==> config.mk <==
export PLATFORM = sky130hd
export DESIGN_NAME = instruction_register
export DESIGN_NICKNAME = d
export VERILOG_FILES = /design/src/rtl/instruction_register_pkg.sv /design/src/rtl/instruction_register.sv
export SDC_FILE = /design/constraint.sdc
export NUM_CORES = 1
export LEC_CHECK = 0
export BUFFER_PORTS_ARGS = -buffer_cell sky130_fd_sc_hd__buf_2
export CORE_UTILIZATION = 35
export DETAILED_ROUTE_END_ITERATION = 12
export PLACE_DENSITY = 0.76
export SLEW_MARGIN = 10
export SYNTH_ARGS = -nofsm -noshare
export SYNTH_HDL_FRONTEND = slang
export SYNTH_SLANG_ARGS = --single-unit
export TNS_END_PERCENT = 100
==> constraint.sdc <==
create_clock -name clk -period 2.6 [get_ports clk]
set_input_delay 0.65 -clock clk [delete_from_list [all_inputs] [get_ports clk]]
set_output_delay 0.65 -clock clk [all_outputs]
set_load 0.1 [all_outputs]
==> src/rtl/instruction_register_pkg.sv <==
// Instruction word layout shared by the instruction register and the decoder.
package instruction_register_pkg;

    localparam int unsigned WORD_W = 32;

    localparam int unsigned OPCODE_HI = 31;
    localparam int unsigned OPCODE_LO = 26;
    localparam int unsigned RS_HI     = 25;
    localparam int unsigned RS_LO     = 21;
    localparam int unsigned RT_HI     = 20;
    localparam int unsigned RT_LO     = 16;
    localparam int unsigned RD_HI     = 15;
    localparam int unsigned RD_LO     = 11;
    localparam int unsigned SHAMT_HI  = 10;
    localparam int unsigned SHAMT_LO  = 6;
    localparam int unsigned FUNCT_HI  = 5;
    localparam int unsigned FUNCT_LO  = 0;
    localparam int unsigned IMM_HI    = 15;
    localparam int unsigned IMM_LO    = 0;
    localparam int unsigned TARGET_HI = 25;
    localparam int unsigned TARGET_LO = 0;

    localparam int unsigned IMM_W = IMM_HI - IMM_LO + 1;

    // Replicate the immediate's top bit into the upper half of a data word.
    function automatic logic [WORD_W-1:0] sign_extend_imm(input logic [IMM_W-1:0] imm);
        return {{(WORD_W - IMM_W){imm[IMM_W-1]}}, imm};
    endfunction

endpackage

==> src/rtl/instruction_register.sv <==
// Holds the fetched instruction word and exposes its fields as plain slices.
module instruction_register
    import instruction_register_pkg::*;
(
    input  logic              clk,
    input  logic              reset,
    input  logic              enable,
    input  logic [WORD_W-1:0] d,
    output logic [5:0]        q31_26,
    output logic [4:0]        q25_21,
    output logic [4:0]        q20_16,
    output logic [15:0]       q15_0,
    output logic [4:0]        q15_11,
    output logic [4:0]        q10_6,
    output logic [5:0]        q5_0,
    output logic [25:0]       q25_0,
    output logic [WORD_W-1:0] imm_sext
);

    logic [WORD_W-1:0] ir_q;
    logic [WORD_W-1:0] ir_d;

    always_comb begin
        ir_d = ir_q;
        if (enable) begin
            ir_d = d;
        end
    end

    always_ff @(posedge clk or negedge reset) begin
        if (!reset) begin
            ir_q <= '0;
        end else begin
            ir_q <= ir_d;
        end
    end

    assign q31_26   = ir_q[OPCODE_HI:OPCODE_LO];
    assign q25_21   = ir_q[RS_HI:RS_LO];
    assign q20_16   = ir_q[RT_HI:RT_LO];
    assign q15_0    = ir_q[IMM_HI:IMM_LO];
    assign q15_11   = ir_q[RD_HI:RD_LO];
    assign q10_6    = ir_q[SHAMT_HI:SHAMT_LO];
    assign q5_0     = ir_q[FUNCT_HI:FUNCT_LO];
    assign q25_0    = ir_q[TARGET_HI:TARGET_LO];
    assign imm_sext = sign_extend_imm(ir_q[IMM_HI:IMM_LO]);

endmodule

==> results of run 1 <==
==> cell usage after synthesis (all sizes together) <==
cell type	n	share of area (%)
buf	78	33
mux2	32	25
dfrtp	32	42
==> report_power, final <==
group / switching [uW] / internal, uW
Clock: 176 / 211
Combinational: 1350 / 199
Sequential: 46.8 / 548
==> cell families after synthesis <==
family / after synthesis / share of synthesized area, %
flops: 32 / 42.1
mux: 32 / 24.9
buf+inv: 78 / 33.0
==> layout make-up <==
cell class                 count  area, um^2
tap                           70        87.6
fill                         493        3010
clock inverter                 2        10.0
multi-input combinational     32         473
sequential                    32         801
timing repair buffer         141         708
clock buffer                   6        82.6
==> through the flow <==
stage | cell area [um^2] | power (uW) | worst slack (ns)
3_5_place_dp | 2070 | 2160 | 0.834
3_3_place_gp | 2070 | 2150 | 0.873
6_report | 2160 | 2530 | 0.563
4_1_cts | 2160 | 2570 | 0.518
5_1_grt | 2160 | 2630 | 0.429
2_1_floorplan | 1900 | 2130 | 0.311
==> metal layers <==
layer / global-route usage [%] / vias up
met2: 15.6 / 80
met5: 0 / -
met3: 3.17 / 7
li1: - / 521
met4: 8.02 / 0
met1: 11.1 / 531
==> how the worst max path moves through the flow <==
stage              from           end  cells past startpoint
2_1_floorplan  ir_q[15]  imm_sext[16]                      1
5_1_grt        ir_q[15]  imm_sext[21]                      1
4_1_cts        ir_q[15]  imm_sext[25]                      1
6_report       ir_q[15]  imm_sext[25]                      1
3_5_place_dp   ir_q[15]  imm_sext[25]                      1
3_3_place_gp     enable      ir_q[31]                      3
==> results.env, run 1 <==
RUN_STATUS='complete, no violations'
LEVEL_COUNT_OF_THE_CLOCK_H_TREE=2
CP_DATA_ARRIVAL_TIME_NS=1.39
CELLPOWERDENSITY_nW_PER_UM2=1170
M1WIRELENGTH_UM=1150
CORE-AREA_UM2=5170
FINALCLOCKSKEW_NS=0
TIMING_WORST_SETUP_PATH_TYPE='reg2out'
DIE-WIDTH_UM=75.7
DRT-VIAS-PER-INSTANCE=4.02
FINALWORSTPATHREQUIREDPERIOD_NS=2.04
CRIT_SLOWEST_CELL='sky130_fd_sc_hd__dfrtp_1'
SYNTH_CELL_TYPES=6
FMAX_MHz=491
CTS_MADE_BUFFERS=5
TOP_LEVEL_PORTS=141
IO_BUFFERS=140
AVERAGE_SIZE_OF_A_MAPPED_CELL_UM2=13.4
SLEW_VIOL_FINAL=0
PLACE_INST=275
ANTENNA_LEFT=0
UNREPAIRED_SETUP_ENDPOINTS_AFTER_GLOBAL_ROUTING='false'
GRT_PASS1_WL_UM=3950
DRIVE_GT1_SHARE_PCT=85.0
DETAILROUTE.WIRELENGTH.MET3_UM=252
CLKSINKCOUNT=32
WORST_PIN_SLEW_NS=0.708
SYNTH_CELLS=142
GP_CONGESTION=0.627
CP_SLOWEST_STAGE_DELAY_NS=0.60
DESIGN.DIE.AREA_UM2=5730
WORST-PATH-BUF-INV=1
DRCVIOLATIONCOUNT=0
VIAS=1139
CTS_POST_SETUP_BUFFERS_INSERTED=0
AREA_GROWTH_PCT=13.8
CRITICAL_PATH.REG2REG.ENDPOINT='ir_q[15]'
FINAL_CELLS=283
CTS_REPAIR_RESIZE_COUNT=0
MAX-VDD-IR-DROP_mV=0.440
TRITONCTS_CLOCK_TREE='yes'
MAXIMUM_FANOUT_ALONG_THE_WORST_PATH=21
TOTALNEGATIVESETUPSLACK_NS=0
WORSTHOLDPATHTYPE='in2async'
SETUP.WORST_PATH.START_CLASS='register'
PLACEMENT_ROWS=26
REGMOSTFLOPS='ir_q'
DRV_CAP=0
ROUTEDWLPERCELL_UM=10.5
SYNTH.YOSYS.SEQ_AREA_SHARE_PCT=42.1
HEADROOM_TO_THE_MAX_SLEW_LIMIT_PCT=52.8
YOSYSWARNINGS=0
CRIT_FAMILY='flip-flops'
GRT_START_MAX_NET_PINS=33
ANTENNADIODECOUNT=0
CRITICAL_PATH_CELL_BY_CELL='buf_2'
GRT_PASS1_VIAS=873
FINISH.NET_COUNT=247
ROUTED.TOP_LAYER='met4'
CTSLONGESTPATHBUFFERS=2
GLOBALROUTE.TOTALOVERFLOW=0
CTS_ROOT_BUF='sky130_fd_sc_hd__clkbuf_8'
FINAL-HOLD-VIOLATION-COUNT=0
CLOCK_LATENCY_NS=0.28
LEAKAGEPOWER_uW=0.00124
FIRST_ITER_VIOLATIONS=28
TIMING.CRITICAL_PATH.TO_TYPE='output pin'
DIE-HEIGHT_UM=75.7
CTS-HOLD-FIX-BUFFERS=0
FINAL_SETUP_VIOLATION_COUNT=0
SYN_NETS=177
FF2FF_SETUP_SLACK_NS=1.63
R2R_CELLS=1
MET2_WIRELENGTH_FROM_DETAILED_ROUTING_UM=1490
CLK_PIN_SLEW_WORST_PATHS_NS=0.07
LARGEST_REGISTER_FFS=32
POSTLAYOUTCOREUTIL_PCT=41.8
DETAILEDROUTE.FIRSTPASSITERATIONCOUNT=3
SYNTH_SEQ_CELLS=32
REQUIRED_NS=1.95
FIN_CRIT_SH_PCT=78.3
HIGHEST_COUNT_CELLS_IN_THE_LAYOUT_IGNORING_FILL_AND_TAPS='140 x sky130_fd_sc_hd__buf_2, 32 x sky130_fd_sc_hd__dfrtp_1, 30 x sky130_fd_sc_hd__mux2_4'
INITIAL_UTIL_PCT=36.7
DRT-TOTAL-WL_UM=2970
LAYOUT_COMMONEST_CELL='sky130_fd_sc_hd__buf_2'
SYN_AREA_UM2=1900
CRITICAL_PATH.REG2REG.STARTPOINT='ir_q[15]'
HOLD_SLACK_NS=0.411
GRTUSAGETOTAL_PCT=9.93
ANTENNA_FOUND_INITIAL=0
REG_TOP3='ir_q x32'
No activity file was read; power rests on OpenSTA's default activity.
==> run 2: changes to the inputs <==
==> constraint.sdc (replaced) <==
create_clock -name clk -period 2 [get_ports clk]
set_input_delay 0.5 -clock clk [delete_from_list [all_inputs] [get_ports clk]]
set_output_delay 0.5 -clock clk [all_outputs]
set_load 0.1 [all_outputs]
==> results.env, run 2 (same netlist as run 1, synthesis figures left out) <==
FINAL_SETUP_VIOLATION_COUNT=0
CTS_REPAIR_RESIZE_COUNT=0
NET_SWITCHING_POWER_uW=2040
SLEW_VIOL_FINAL=0
ROUTEDWLPERCELL_UM=10.4
TIMING_WORST_SETUP_PATH_TYPE='reg2out'
TIMING.CRITICAL_PATH.TO_TYPE='output pin'
DRV_CAP=0
REG_TOP3='ir_q x32'
SETUP.WORST_PATH.START_CLASS='register'
AREA_GROWTH_PCT=16.3
TOP_LEVEL_PORTS=141
ANTENNA_FOUND_INITIAL=0
MAXIMUM_FANOUT_ALONG_THE_WORST_PATH=21
FINAL_CELL_AREA_UM2=2210
PLACE_INST=275
FINALWORSTPATHREQUIREDPERIOD_NS=1.74
LEVEL_COUNT_OF_THE_CLOCK_H_TREE=2
GRT_PASS1_WL_UM=4170
SHARE_SEQ_OF_TOTAL_POWER_PCT=22.4
FINALCLOCKSKEW_NS=0
CRIT_FAMILY='flip-flops'
CRITICAL_PATH_CELL_BY_CELL='buf_2'
CTS-HOLD-FIX-BUFFERS=0
WORST-PATH-BUF-INV=1
REQUIRED_NS=1.50
FIN_CRIT_SH_PCT=86.8
GP_CONGESTION=0.629
ANTENNA_LEFT=0
CTS_ROOT_BUF='sky130_fd_sc_hd__clkbuf_8'
CP_SLOWEST_STAGE_DELAY_NS=0.49
CLK_PIN_SLEW_WORST_PATHS_NS=0.07
VIAS=1136
GRT_START_MAX_NET_PINS=33
DIE-WIDTH_UM=75.7
DESIGN.DIE.AREA_UM2=5730
P_SW_SHARE_PCT=59.1
LAYOUT_COMMONEST_CELL='sky130_fd_sc_hd__buf_2'
GLOBALROUTE.TOTALOVERFLOW=0
DRCVIOLATIONCOUNT=0
CLOCK_POWER_SHARE_PCT=19.3
CRIT_SLOWEST_CELL='sky130_fd_sc_hd__dfrtp_2'
RUN_STATUS='complete, no violations'
PLACEDINSTANCEAREA_UM2=2080
TRITONCTS_CLOCK_TREE='yes'
LARGEST_REGISTER_FFS=32
ANTENNADIODECOUNT=0
CTS_MADE_BUFFERS=5
FINAL_CELLS=283
CTS_POST_SETUP_BUFFERS_INSERTED=0
INTERNAL_POWER_uW=1410
CLOCK_LATENCY_NS=0.27
GRT_PASS1_VIAS=915
GRTUSAGETOTAL_PCT=10.1
CELLPOWERDENSITY_nW_PER_UM2=1560
DRIVE_GT1_SHARE_PCT=85.4
FIRST_ITER_VIOLATIONS=10
FINISH.NET_COUNT=247
DIE-HEIGHT_UM=75.7
MAX-VDD-IR-DROP_mV=0.614
UNREPAIRED_SETUP_ENDPOINTS_AFTER_GLOBAL_ROUTING='false'
INITIAL_UTIL_PCT=36.7
CLKSINKCOUNT=32
TOTALNEGATIVESETUPSLACK_NS=0
DETAILEDROUTE.FIRSTPASSITERATIONCOUNT=3
WORSTHOLDPATHTYPE='in2async'
CORE-AREA_UM2=5170
IO_BUFFERS=140
CTSLONGESTPATHBUFFERS=2
HEADROOM_TO_THE_MAX_SLEW_LIMIT_PCT=53.1
DRT-TOTAL-WL_UM=2960
CP_DATA_ARRIVAL_TIME_NS=1.24
FINAL-HOLD-VIOLATION-COUNT=0
WORST_PIN_SLEW_NS=0.704
NUM-FILL-CELLS=498
REGMOSTFLOPS='ir_q'
SHARE_COMB_OF_TOTAL_POWER_PCT=58.3
FMAX_MHz=576
HIGHEST_COUNT_CELLS_IN_THE_LAYOUT_IGNORING_FILL_AND_TAPS='140 x sky130_fd_sc_hd__buf_2, 31 x sky130_fd_sc_hd__dfrtp_1, 30 x sky130_fd_sc_hd__mux2_4'
PLACEMENT_ROWS=26
DRT-VIAS-PER-INSTANCE=4.01
LEAKAGEPOWER_uW=0.00125
==> run 2: changes by cell type in the layout (fill, tap and decap cells not counted), sizes merged <==
cell	previous run	this run
bufinv	0	1
clkbuf	6	7
clkinv	2	0
==> run 2: through the flow <==
step | util (%) | power [uW] | hold slack, ns | setup slack (ns)
6_report | 42.7 | 3460 | 0.269 | 0.265
5_1_grt | 42.7 | 3590 | 0.318 | 0.121
4_1_cts | 42.7 | 3500 | 0.288 | 0.236
3_5_place_dp | 40.3 | 2810 | 0.498 | 0.547
3_3_place_gp | 40.3 | 2800 | 0.493 | 0.568
2_1_floorplan | - | 2770 | 0.204 | 0.127
==> run 2: final timing paths <==
kind                       cells after the start           end      from  slack [ns]
max in group asynchronous                      1      ir_q[15]     reset        1.24
max                                            1  imm_sext[16]  ir_q[15]        0.26
min in group clk                               2       ir_q[7]      d[7]        0.45
max reg2reg                                    1      ir_q[15]  ir_q[15]        1.11
min reg2reg                                    1      ir_q[31]  ir_q[31]        0.51
min                                            1      ir_q[11]     reset        0.27
==> run 2: final cells by class <==
| class | count | area [um^2] | share of cell area, % |
|---|---|---|---|
| tap | 70 | 87.6 | 3.96 |
| clock inverter | 1 | 30.0 | 1.36 |
| multi-input combinational | 32 | 473 | 21.4 |
| timing repair buffer | 141 | 721 | 32.6 |
| sequential | 32 | 802 | 36.3 |
| clock buffer | 7 | 96.3 | 4.36 |
==> run 2: layer usage <==
metal	vias to the layer above	GRT usage (%)	share of wire, %
met1	525	10.9	40
li1	525	-	-
met4	0	4.94	1.7
met3	6	3.97	8.4
met5	-	0	0
met2	80	17.5	50
==> run 2: power by group through the flow <==
stage	logic, uW	registers [uW]	clock network [uW]
detailed placement	2020	786	0
floorplan	1500	1270	0
global route	2070	793	726
global placement	2020	782	0
finish	2020	774	666
CTS	2030	776	699
==> run 3: changes to the inputs <==
--- a/config.mk
+++ b/config.mk
@@ -5,12 +5,12 @@
 export SDC_FILE = /design/constraint.sdc
 export NUM_CORES = 1
 export LEC_CHECK = 0
+export ABC_AREA = 1
 export BUFFER_PORTS_ARGS = -buffer_cell sky130_fd_sc_hd__buf_2
 export CORE_UTILIZATION = 35
 export DETAILED_ROUTE_END_ITERATION = 12
-export PLACE_DENSITY = 0.76
+export PLACE_DENSITY = 0.77
 export SLEW_MARGIN = 10
 export SYNTH_ARGS = -nofsm -noshare
 export SYNTH_HDL_FRONTEND = slang
 export SYNTH_SLANG_ARGS = --single-unit
-export TNS_END_PERCENT = 100
==> results.env, run 3 <==
RUN_STATUS='complete, no violations'
TRITONCTS_CLOCK_TREE='yes'
CLK_PIN_SLEW_WORST_PATHS_NS=0.06
LARGEST_REGISTER_FFS=32
PLACEMENT_ROWS=26
MAX-VDD-IR-DROP_mV=0.495
REG_TOP3='ir_q x32'
FIN_CRIT_SH_PCT=87.3
CELLPOWERDENSITY_nW_PER_UM2=1450
CRIT_SLOWEST_CELL='sky130_fd_sc_hd__dfrtp_2'
AVERAGE_SIZE_OF_A_MAPPED_CELL_UM2=8.80
GRT_PASS1_VIAS=973
GRT_PASS1_WL_UM=4450
DRCVIOLATIONCOUNT=0
ANTENNA_FOUND_INITIAL=0
GLOBALROUTE.TOTALOVERFLOW=0
FINAL-HOLD-VIOLATION-COUNT=0
CTS_REPAIR_RESIZE_COUNT=0
CTS_POST_SETUP_BUFFERS_INSERTED=0
CLKSINKCOUNT=32
CTS_ROOT_BUF='sky130_fd_sc_hd__clkbuf_8'
YOSYSWARNINGS=0
WORST_PIN_SLEW_NS=0.715
VIAS=1365
MAXIMUM_FANOUT_ALONG_THE_WORST_PATH=21
WORSTHOLDPATHTYPE='in2async'
SLEW_VIOL_FINAL=0
CP_SLOWEST_STAGE_DELAY_NS=0.50
DIE-HEIGHT_UM=74.7
FINISH.NET_COUNT=312
CRITICAL_PATH.REG2REG.ENDPOINT='ir_q[15]'
SYNTH_SEQ_CELLS=32
FINALCLOCKSKEW_NS=0
WORST-PATH-BUF-INV=1
PLACEDINSTANCEAREA_UM2=1990
CRITICAL_PATH.REG2REG.STARTPOINT='ir_q[15]'
SYNTH-MAIN-FF-CELL='sky130_fd_sc_hd__dfrtp_1'
UNREPAIRED_SETUP_ENDPOINTS_AFTER_GLOBAL_ROUTING='false'
SYN_AREA_UM2=1850
FMAX_MHz=572
CRITICAL_PATH_CELL_BY_CELL='buf_2'
DRIVE_GT1_SHARE_PCT=57.8
ROUTEDWLPERCELL_UM=9.14
DETAILEDROUTE.FIRSTPASSITERATIONCOUNT=4
DRT-TOTAL-WL_UM=3170
DRV_CAP=0
HEADROOM_TO_THE_MAX_SLEW_LIMIT_PCT=52.4
DIE-WIDTH_UM=74.7
POST-SYNTH-TOP-COUNT-CELL='sky130_fd_sc_hd__nand2_1'
DESIGN.DIE.AREA_UM2=5570
ANTENNADIODECOUNT=0
SYNTHTOPCELLSBYCOUNT='86 x sky130_fd_sc_hd__nand2_1, 74 x sky130_fd_sc_hd__buf_4, 32 x sky130_fd_sc_hd__dfrtp_1'
AREA_GROWTH_PCT=13.1
SYN_NETS=245
SYNTH.YOSYS.SEQ_AREA_SHARE_PCT=43.3
FINAL_SETUP_VIOLATION_COUNT=0
TOP_LEVEL_PORTS=141
FINAL_CELL_AREA_UM2=2090
CORE-AREA_UM2=5110
GRT_START_MAX_NET_PINS=33
SYNTH_AREA_LEADERS='sky130_fd_sc_hd__dfrtp_1 43%, sky130_fd_sc_hd__buf_4 30%, sky130_fd_sc_hd__nand2_1 17%'
FINALWORSTPATHREQUIREDPERIOD_NS=1.75
CP_DATA_ARRIVAL_TIME_NS=1.25
DPL.HPWL_UM=2330
CTSLONGESTPATHBUFFERS=2
DRT-VIAS-PER-INSTANCE=3.93
FF2FF_SETUP_SLACK_NS=1.26
CLOCK_LATENCY_NS=0.27
LEAKAGEPOWER_uW=0.00132
REGMOSTFLOPS='ir_q'
LEVEL_COUNT_OF_THE_CLOCK_H_TREE=2
IO_BUFFERS=140
FIRST_ITER_VIOLATIONS=33
REQUIRED_NS=1.50
HIGHEST_COUNT_CELLS_IN_THE_LAYOUT_IGNORING_FILL_AND_TAPS='140 x sky130_fd_sc_hd__buf_2, 86 x sky130_fd_sc_hd__nand2_1, 31 x sky130_fd_sc_hd__dfrtp_1'
SYNTH_EDF_COUNT=0
CTS_MADE_BUFFERS=5
SYNTH_CELL_TYPES=8
TIMING_WORST_SETUP_PATH_TYPE='reg2out'
YOSYSTOPAREACELL='sky130_fd_sc_hd__dfrtp_1'
ASYNC_FLOP_SHARE_PCT=100
SYNTH_CELLS=210
SYNTH_TOP_AREA_SHARE_PCT=43.3
SETUP.WORST_PATH.START_CLASS='register'
TIMING.CRITICAL_PATH.TO_TYPE='output pin'
INITIAL_UTIL_PCT=36.2
ANTENNA_LEFT=0
LAYOUT_COMMONEST_CELL='sky130_fd_sc_hd__buf_2'
CRIT_FAMILY='flip-flops'
TOTALNEGATIVESETUPSLACK_NS=0
R2R_CELLS=2
CTS-HOLD-FIX-BUFFERS=0
GRTUSAGETOTAL_PCT=10.9
GP_CONGESTION=0.635
-- run 3: cell count changes after synthesis, sizes merged --
cell / delta
mux2: -32
inv: +1
clkbuf: +3
nand2: +96
-- run 3: worst reg2reg max path, stage by stage, from the launching register on --
cell,delay [ns]
sky130_fd_sc_hd__dfrtp_2,0.49
sky130_fd_sc_hd__nand2_1,0.10
sky130_fd_sc_hd__nand2_1,0.04
-- run 3: power by group --
part	total, uW	internal, uW	switching (uW)
clock	521	306	215
combinational	1750	178	1570
sequential	760	706	54.7
-- run 3: cells by family (layout without fill, tap and decap cells) --
logic type / Yosys count / in the layout / synth area share (%)
buffers and inverters: 82 / 149 / 35.8
flip-flops: 32 / 32 / 43.3
AND/OR/NAND/NOR: 96 / 96 / 20.9
-- run 3: cell type report --
| type | instances | area [um^2] |
|---|---|---|
| well taps | 70 | 87.6 |
| clock buffers | 7 | 96.3 |
| flip-flops and latches | 32 | 802 |
| repair buffers | 141 | 708 |
| fillers | 531 | 3020 |
| inverters | 1 | 11.3 |
| multi-input cells | 96 | 385 |
-- run 3: how the worst max path moves through the flow --
stage,startpoint,endpoint,cells after the start,slack [ns]
after detailed placement,ir_q[15],imm_sext[24],1,0.53
after floorplan,ir_q[6],q10_6[0],1,0.11
after global routing,ir_q[15],imm_sext[30],1,0.14
after global placement,ir_q[15],imm_sext[28],1,0.55
final,ir_q[15],imm_sext[24],1,0.25
after CTS,ir_q[15],imm_sext[24],1,0.22
-- run 3: per-stage QoR --
stage                     setup slack, ns  util [%]  cells  power (uW)  hold slack [ns]
after floorplan                     0.112         -    210        2490            0.204
after global placement              0.554      39.0    340        2520            0.454
after detailed placement            0.530      39.0    340        2530            0.463
after CTS                           0.225      40.9    347        3070            0.292
after global routing                0.135      40.9    347        3160            0.318
final                               0.253      40.9    347        3030            0.277
-- run 3: routing by layer --
layer	share of wire, %	global-route usage (%)	routed length [um]
met3	7.5	5.09	237
met4	0	3.14	0
met1	43	12.5	1370
met5	0	0	0
met2	49	18.1	1560
